<file path="src/rtl/ncl_fa_sync_bridge.sv">
// Clocked bridge driving a dual-rail NCL full-adder stage through
// a four-phase DATA/NULL handshake with synchronized acknowledgements.
module ncl_fa_sync_bridge #(
  parameter int SYNC_STAGES = 2,
  parameter int TIMEOUT     = 255
) (
  input  logic       clk,
  input  logic       init_n,
  input  logic       in_valid,
  output logic       in_ready,
  input  logic       in_a,
  input  logic       in_b,
  input  logic       in_c,
  output logic       out_valid,
  input  logic       out_ready,
  output logic       out_sum,
  output logic       out_cout,
  output logic [1:0] A,
  output logic [1:0] B,
  output logic [1:0] carryin,
  input  logic       ABCOMP,
  input  logic       carryinCOMP,
  input  logic [1:0] sum,
  input  logic [1:0] carryout,
  output logic       sumCOMP,
  output logic       carryCOMP,
  output logic       err_timeout,
  output logic       err_illegal
);

  typedef enum logic [2:0] {
    S_IDLE, S_DDATA, S_DNULL, S_COLL, S_REL, S_HOLD
  } state_t;

  state_t r_state;
  logic [SYNC_STAGES-1:0][5:0] r_sync;
  logic [3:0]  r_prev;
  logic [1:0]  r_a, r_b, r_c;
  logic        r_comp, r_in_ready, r_out_valid;
  logic        r_osum, r_ocout, r_have;
  logic [15:0] r_wait;
  logic        r_err_to, r_err_il;

  logic [5:0] w_async, w_sy;
  logic       w_ab, w_ci;
  logic [1:0] w_sum, w_cy;
  logic       w_sum_st, w_cy_st;
  logic       w_res_data, w_res_null, w_illegal;
  logic       w_wait_st, w_early;

  assign w_async = {ABCOMP, carryinCOMP, sum, carryout};
  assign w_sy    = r_sync[SYNC_STAGES-1];
  assign w_ab    = w_sy[5];
  assign w_ci    = w_sy[4];
  assign w_sum   = w_sy[3:2];
  assign w_cy    = w_sy[1:0];

  // A pair is trusted only after two equal synchronized samples.
  assign w_sum_st   = (w_sum == r_prev[3:2]);
  assign w_cy_st    = (w_cy == r_prev[1:0]);
  assign w_res_data = w_sum_st && w_cy_st && (^w_sum) && (^w_cy);
  assign w_res_null = w_sum_st && w_cy_st
                      && (w_sum == 2'b00) && (w_cy == 2'b00);
  assign w_illegal  = (w_sum_st && (&w_sum)) || (w_cy_st && (&w_cy));

  assign w_wait_st = (r_state == S_DDATA) || (r_state == S_DNULL)
                     || (r_state == S_COLL) || (r_state == S_REL);
  assign w_early   = ((r_state == S_DDATA) || (r_state == S_DNULL))
                     && !r_have && w_res_data;

  always_ff @(posedge clk or negedge init_n) begin
    if (!init_n) begin
      r_sync <= '0;
      r_prev <= '0;
    end else begin
      r_sync <= {r_sync[SYNC_STAGES-2:0], w_async};
      r_prev <= w_sy[3:0];
    end
  end

  always_ff @(posedge clk or negedge init_n) begin
    if (!init_n) begin
      r_state     <= S_IDLE;
      r_a         <= 2'b00;
      r_b         <= 2'b00;
      r_c         <= 2'b00;
      r_comp      <= 1'b0;
      r_in_ready  <= 1'b0;
      r_out_valid <= 1'b0;
      r_osum      <= 1'b0;
      r_ocout     <= 1'b0;
      r_have      <= 1'b0;
      r_wait      <= '0;
      r_err_to    <= 1'b0;
      r_err_il    <= 1'b0;
    end else begin
      if (w_illegal) r_err_il <= 1'b1;
      if (w_wait_st) begin
        if (r_wait != 16'hFFFF) r_wait <= r_wait + 16'd1;
        if (({1'b0, r_wait} + 17'd1) >= 17'(TIMEOUT))
          r_err_to <= 1'b1;
      end
      // Result may arrive before input NULL is acknowledged.
      if (w_early) begin
        r_osum  <= w_sum[1];
        r_ocout <= w_cy[1];
        r_have  <= 1'b1;
      end
      unique case (r_state)
        S_IDLE: begin
          r_in_ready <= 1'b1;
          if (in_valid && r_in_ready) begin
            r_a        <= {in_a, ~in_a};
            r_b        <= {in_b, ~in_b};
            r_c        <= {in_c, ~in_c};
            r_in_ready <= 1'b0;
            r_have     <= 1'b0;
            r_wait     <= '0;
            r_state    <= S_DDATA;
          end
        end
        S_DDATA: begin
          if (w_ab && w_ci) begin
            r_a     <= 2'b00;
            r_b     <= 2'b00;
            r_c     <= 2'b00;
            r_wait  <= '0;
            r_state <= S_DNULL;
          end
        end
        S_DNULL: begin
          if (!w_ab && !w_ci) begin
            r_wait <= '0;
            if (r_have || w_res_data) begin
              r_comp  <= 1'b1;
              r_state <= S_REL;
            end else begin
              r_state <= S_COLL;
            end
          end
        end
        S_COLL: begin
          if (w_res_data) begin
            r_osum  <= w_sum[1];
            r_ocout <= w_cy[1];
            r_have  <= 1'b1;
            r_comp  <= 1'b1;
            r_wait  <= '0;
            r_state <= S_REL;
          end
        end
        S_REL: begin
          if (w_res_null) begin
            r_comp      <= 1'b0;
            r_out_valid <= 1'b1;
            r_wait      <= '0;
            r_state     <= S_HOLD;
          end
        end
        S_HOLD: begin
          if (out_ready) begin
            r_out_valid <= 1'b0;
            r_in_ready  <= 1'b1;
            r_state     <= S_IDLE;
          end
        end
        default: r_state <= S_IDLE;
      endcase
    end
  end

  assign A           = r_a;
  assign B           = r_b;
  assign carryin     = r_c;
  assign sumCOMP     = r_comp;
  assign carryCOMP   = r_comp;
  assign in_ready    = r_in_ready;
  assign out_valid   = r_out_valid;
  assign out_sum     = r_osum;
  assign out_cout    = r_ocout;
  assign err_timeout = r_err_to;
  assign err_illegal = r_err_il;

endmodule

</file>
<file path="config.mk">
export PLATFORM = sky130hd
export DESIGN_NAME = ncl_fa_sync_bridge
export DESIGN_NICKNAME = d
export VERILOG_FILES = /design/src/rtl/ncl_fa_sync_bridge.sv
export SDC_FILE = /design/constraint.sdc
export NUM_CORES = 1
export LEC_CHECK = 0
export CAP_MARGIN = 20
export CORE_MARGIN = 1.5
export CORE_UTILIZATION = 60
export DETAILED_ROUTE_END_ITERATION = 6
export HOLD_SLACK_MARGIN = 0.12
export PLACE_DENSITY = 0.86
export SLEW_MARGIN = 25
export SYNTH_ARGS = -nofsm -noshare
export SYNTH_HDL_FRONTEND = slang
export SYNTH_SLANG_ARGS = --single-unit
</file>
<file path="constraint.sdc">
create_clock -name clk -period 4.25 [get_ports clk]
set_clock_uncertainty 0.05 [all_clocks]
set_input_delay 0.85 -clock clk [delete_from_list [all_inputs] [get_ports clk]]
set_output_delay 0.85 -clock clk [all_outputs]
set_load 0.03 [all_outputs]
</file>
# Word-level counts from Yosys, hierarchy flattened
# Index checks and enable logic that the tools add are counted.
dict set report word_totals {
  reg_bits 49
  wordCells 118
}
dict set report op_classes {
  n_addsub 2
  order_cmp 1
  n_eq_ne 15
  n_mux 44
  bitwise 3
  n_reduce_logical 37
}
# cell count
set op_table {}
lappend op_table {{$mux W16} 7}
lappend op_table {{$pmux W16 S5} 1}
lappend op_table {{$mux W3} 7}
lappend op_table {{$pmux W3 S6} 1}
lappend op_table {{$add A16 B1 Y17 const B} 1}
lappend op_table {{$ge A17 B8 Y1 const B} 1}
lappend op_table {{$mux W1} 17}
lappend op_table {{$add A16 B1 Y16 const B} 1}
lappend op_table {{$ne A16 B16 Y1 const B} 1}
lappend op_table {{$logic_and A1 B1 Y1} 12}
lappend op_table {{$pmux W2 S2} 3}
lappend op_table {{$mux W2} 4}
lappend op_table {{$ne A2 B2 Y1 const B} 4}
lappend op_table {{$reduce_and A2 Y1} 4}
lappend op_table {{$eq A3 B2 Y1 const B} 2}
lappend op_table {{$eq A3 B3 Y1 const B} 2}
lappend op_table {{$ne A2 B1 Y1 const B} 3}
lappend op_table {{$pmux W1 S2} 3}
lappend op_table {{$reduce_and A3 Y1} 2}
lappend op_table {{$reduce_and A6 Y1} 1}
lappend op_table {{$reduce_bool A2 Y1} 3}
lappend op_table {{$logic_or A1 B1 Y1} 5}
lappend op_table {{$reduce_and A5 Y1} 1}
lappend op_table {{$eq A2 B2 Y1} 2}
lappend op_table {{other kinds (8)} 14}

# Depth between registers and ports, before layout
dict set report logic_depth {
  depth_word 8
  mapped_depth 7
  mapped_depth_nobuf 6
}

# Worst setup path after synthesis
# Ideal clock, no wire load.
dict set report synth_timing {
  path_type {input to register}
  startpoint {in in_valid}
  endpoint {reg r_wait[0]}
  t_arrival_ps 2029
  t_required_ps 4081
  setup_slack_ps 2052
  stages 5
  path_buffers 1
  path_cell_list {nand2_1 o311ai_0 o2111a_4 buf_8 nor2_1}
}
dict set report synth_via {
  elab_chain_cells 3
}
# item line
set synth_rtl {}
lappend synth_rtl {{start: declaration} 9} ;# input logic in_valid,
lappend synth_rtl {{$logic_and A1 B1 Y1} 112} ;# if (in_valid && r_in_ready) begin
lappend synth_rtl {{$mux W16} 112}
lappend synth_rtl {{$pmux W16 S5} 109} ;# unique case (r_state)
lappend synth_rtl {{end signal: assignment} 99} ;# if (r_wait != 16'hFFFF) r_wait <= r_wait + 16'd1;
lappend synth_rtl {{end: declaration} 41} ;# logic [15:0] r_wait;
# Every way passes these cells.
# A chain may end at the register's enable or synchronous reset.

# Worst setup path in the final report
dict set report layout_timing {
  startpoint {in in_valid}
  endpoint {reg r_wait[15]}
}
# Same word-level chain as after synthesis.

==> results.md <==
* Status: completed
* HP Start: r_sync[0]$_DFF_PN0_
* Unrepaired setup endpoints after global routing: false
* Post-CTS sizing at 0
* Fin Hold WS at about 0.3 ns
* Routability cong. at between 0.8 and 0.9
* Max-capacitance violation count at 0
* Hold Path Class: register to register
* Final wirelength at around 4600 um
* Setup CP Type: primary input to register
* Mapped Nets at 259
* TritonRoute pass-1 iters at 4
* Hold_buf cts at 0
* Final setup violation count at 0
* Synth top cells by count: dfrtp_1, nor2_1, nand2_1, xnor2_1, o21ai_0
* Post-synth EDFFs at 0
* R2R cell count at 3
* Total die area at between 4000 and 5000 um^2
* Avg Cell Area, Syn at slightly above 10 um^2
* Crit path DAT at between 2 and 3 ns
* Period minus WS final at about 2.7 ns
* Vias in the first global route at 1711
* Fin. Hold Viols at 0
* Core ar. at between 3000 and 4000 um^2
* Max clock buf depth at 2
* Drt drc at 0
* Seq cells post-synth at 49
* Synth area leaders: dfrtp_1, xnor2_1, nor2_1
* Number of core rows at 23
* Via Count at roughly 1800
* Initial Util at 61.9%
* Setup TNS at 0 ns
* Yosys cell types at between 50 and 60
* Share of post-route cells with drive strength above 1 at between 7 and 8%
* Iter 0 DRT Violations at 171
* Most common cell in the netlist: dfrtp_1
* CTS Sinks at 49
* # port buffers at 26
* Yosys top cell by area: dfrtp_1
* First-pass GRT wire length at about 8000 um
* Slew of the pin with the lowest slew margin at about 0.96 ns
* Data required time of the worst path at 4.37 ns
* Peak supply drop at 0.327 mV
* Seq/Total Area, Yosys at between 40% and 50%
* Worst skew pair latency at ~0.3 ns
* Mapped Area at between 2000 and 2500 um^2
* FF-to-FF Start: r_state[0]$_DFFE_PN0P_
* Die W at approximately 67 um
* DP HPWL at around 3300 um
* Max Freq at about 370 MHz
* Largest net degree at the start of global routing at 50
* Cell Pwr Density at approximately 520 nW/um^2
* Worst hold endpoint: w_sy[0]$_DFF_PN0_
* Drt via density at 5.80
* Top FF cell, synth: dfrtp_1
* Tcrit/Tclk final at 63.3%
* CP peak stage delay at 0.82 ns
* Final Util at 70.6%
* TritonCTS clock tree: built
* WP buf/inv at 1
* Antenna diodes at 0
* Worst R2R Setup Slack at roughly 2.0 ns
* Clock slew at reported path FFs at 0.08 ns
* Slew HR at around a third
* Gr usage total at a little under a quarter
* Pleak at approximately 1.2 nW
* Post-layout nets at 281
* Total CTS buffers at 5
* Routed WL per cell at around 15 um
* Cell family with most CP delay: compound AO/OA/AOI/OAI gates
* Post-CTS Repair Setup Buffers at 0
* Root Driver: clkbuf_8
* Worst Hold Depth at 0
* Syn-to-layout area delta at 14.0%
* Initial antenna violation count at 0
* Final Max Slew Viols at 0
* DRT antenna net count at 0
* Ys Warns at 0
* Synth Instances at between 200 and 250
* R2r endpoint: r_wait[15]$_DFF_PN0_
* Die H at 67.0 um
* Post-synth top area share at about 50%
* Worst Setup End Kind: register
* Slowest cell on crit path: o311ai_0
* CP Launch Type: primary input
* GR Overflow Total at 0
* CP max FO at 16
* Post-synthesis async set-or-reset flop share at 100%
* IO Count at 27
* H-Tree Depth at 2
* Crit path cell chain: clkdlybuf4s50_1 -> nand2_1 -> o311ai_0 -> o2111a_4 -> a221oi_1
[metrics by stage]
step | power (mW) | std cells | setup WS (ns) | cell area (um^2)
5_1_grt | 1.56 | 313 | 1.38 | 2800
3_5_place_dp | 1.21 | 305 | 1.33 | 2710
4_1_cts | 1.48 | 313 | 1.57 | 2800
3_3_place_gp | 1.18 | 305 | 1.34 | 2710
2_1_floorplan | 1.04 | 240 | 2.05 | 2460
6_report | 1.47 | 313 | 1.56 | 2800
[per-layer routing]
| metal | global-route usage (%) | vias up | share of wire, % |
|---|---|---|---|
| li1 | - | 895 | - |
| met1 | 30.8 | 869 | 46 |
| met2 | 37.5 | 39 | 48 |
| met3 | 4.73 | 11 | 3.5 |
| met4 | 10.2 | 0 | 2.1 |
| met5 | 0 | - | 0 |
[report_power, final]
group	internal [mW]	switching [mW]
sequential	0.548	0.101
clock	0.116	0.151
combinational	0.231	0.320
[cell families after synthesis]
group / count (synthesis) / share of synthesized area, %
mux: 4 / 1.73
flops: 49 / 49.9
buf+inv: 23 / 4.58
xor+xnor: 22 / 7.84
compound gates: 43 / 12.7
fa+ha+maj: 6 / 3.05
simple gates: 93 / 20.2
[cell usage in the layout (no fill, tap or decap), types with 2 or more instances in the layout]
cell             instances
o21ai_0                 11
nand4_2                  2
o32a_1                   2
mux2i_1                  2
and4_1                   2
clkdlybuf4s50_1         25
nor2_1                  26
a21oi_1                  6
nor4_1                   6
mux2_2                   2
clkinvlp_4               2
xor2_1                   5
o211ai_1                 2
ha_1                     6
nor2b_1                  2
and3_1                   4
nand2_1                 23
dfrtp_1                 49
buf_4                    2
nand3_1                  5
nand4_1                  3
a211oi_1                 2
nor3b_1                  3
xnor2_1                 17
inv_1                   10
a22o_1                   3
clkbuf_8                 5
o31ai_1                  4
nor3_1                  10
[how the worst max path moves through the flow]
stage	start	end	slack, ns	depth (start not counted)
final	in_valid	r_wait[15]$_DFF_PN0_	1.56	5
after global routing	in_valid	r_wait[15]$_DFF_PN0_	1.38	5
after CTS	in_valid	r_wait[15]$_DFF_PN0_	1.57	5
after detailed placement	in_valid	r_wait[15]$_DFF_PN0_	1.33	5
after global placement	in_valid	r_wait[15]$_DFF_PN0_	1.34	5
after floorplan	in_valid	r_wait[0]$_DFF_PN0_	2.05	5
[registers in the layout, indices dropped and copies added, names as in the netlist, named ones only]
register	cells
in_ready	1
r_sync	6
r_prev	4
r_state	3
out_valid	1
err_timeout	1
carryin	2
B	2
A	2
r_have	1
carryCOMP	1
r_wait	16
w_sy	6
err_illegal	1
[final cells by class]
cell class                      count  area [um^2]
Multi-Input combinational cell    168         1120
Clock buffer                        6         72.6
Inverter                           11         41.3
Fill cell                         315         1170
Sequential cell                    49         1230
Timing Repair Buffer               27          265
Tap cell                           50         62.6
Clock inverter                      2         15.0
No activity file was read; power rests on OpenSTA's default activity.
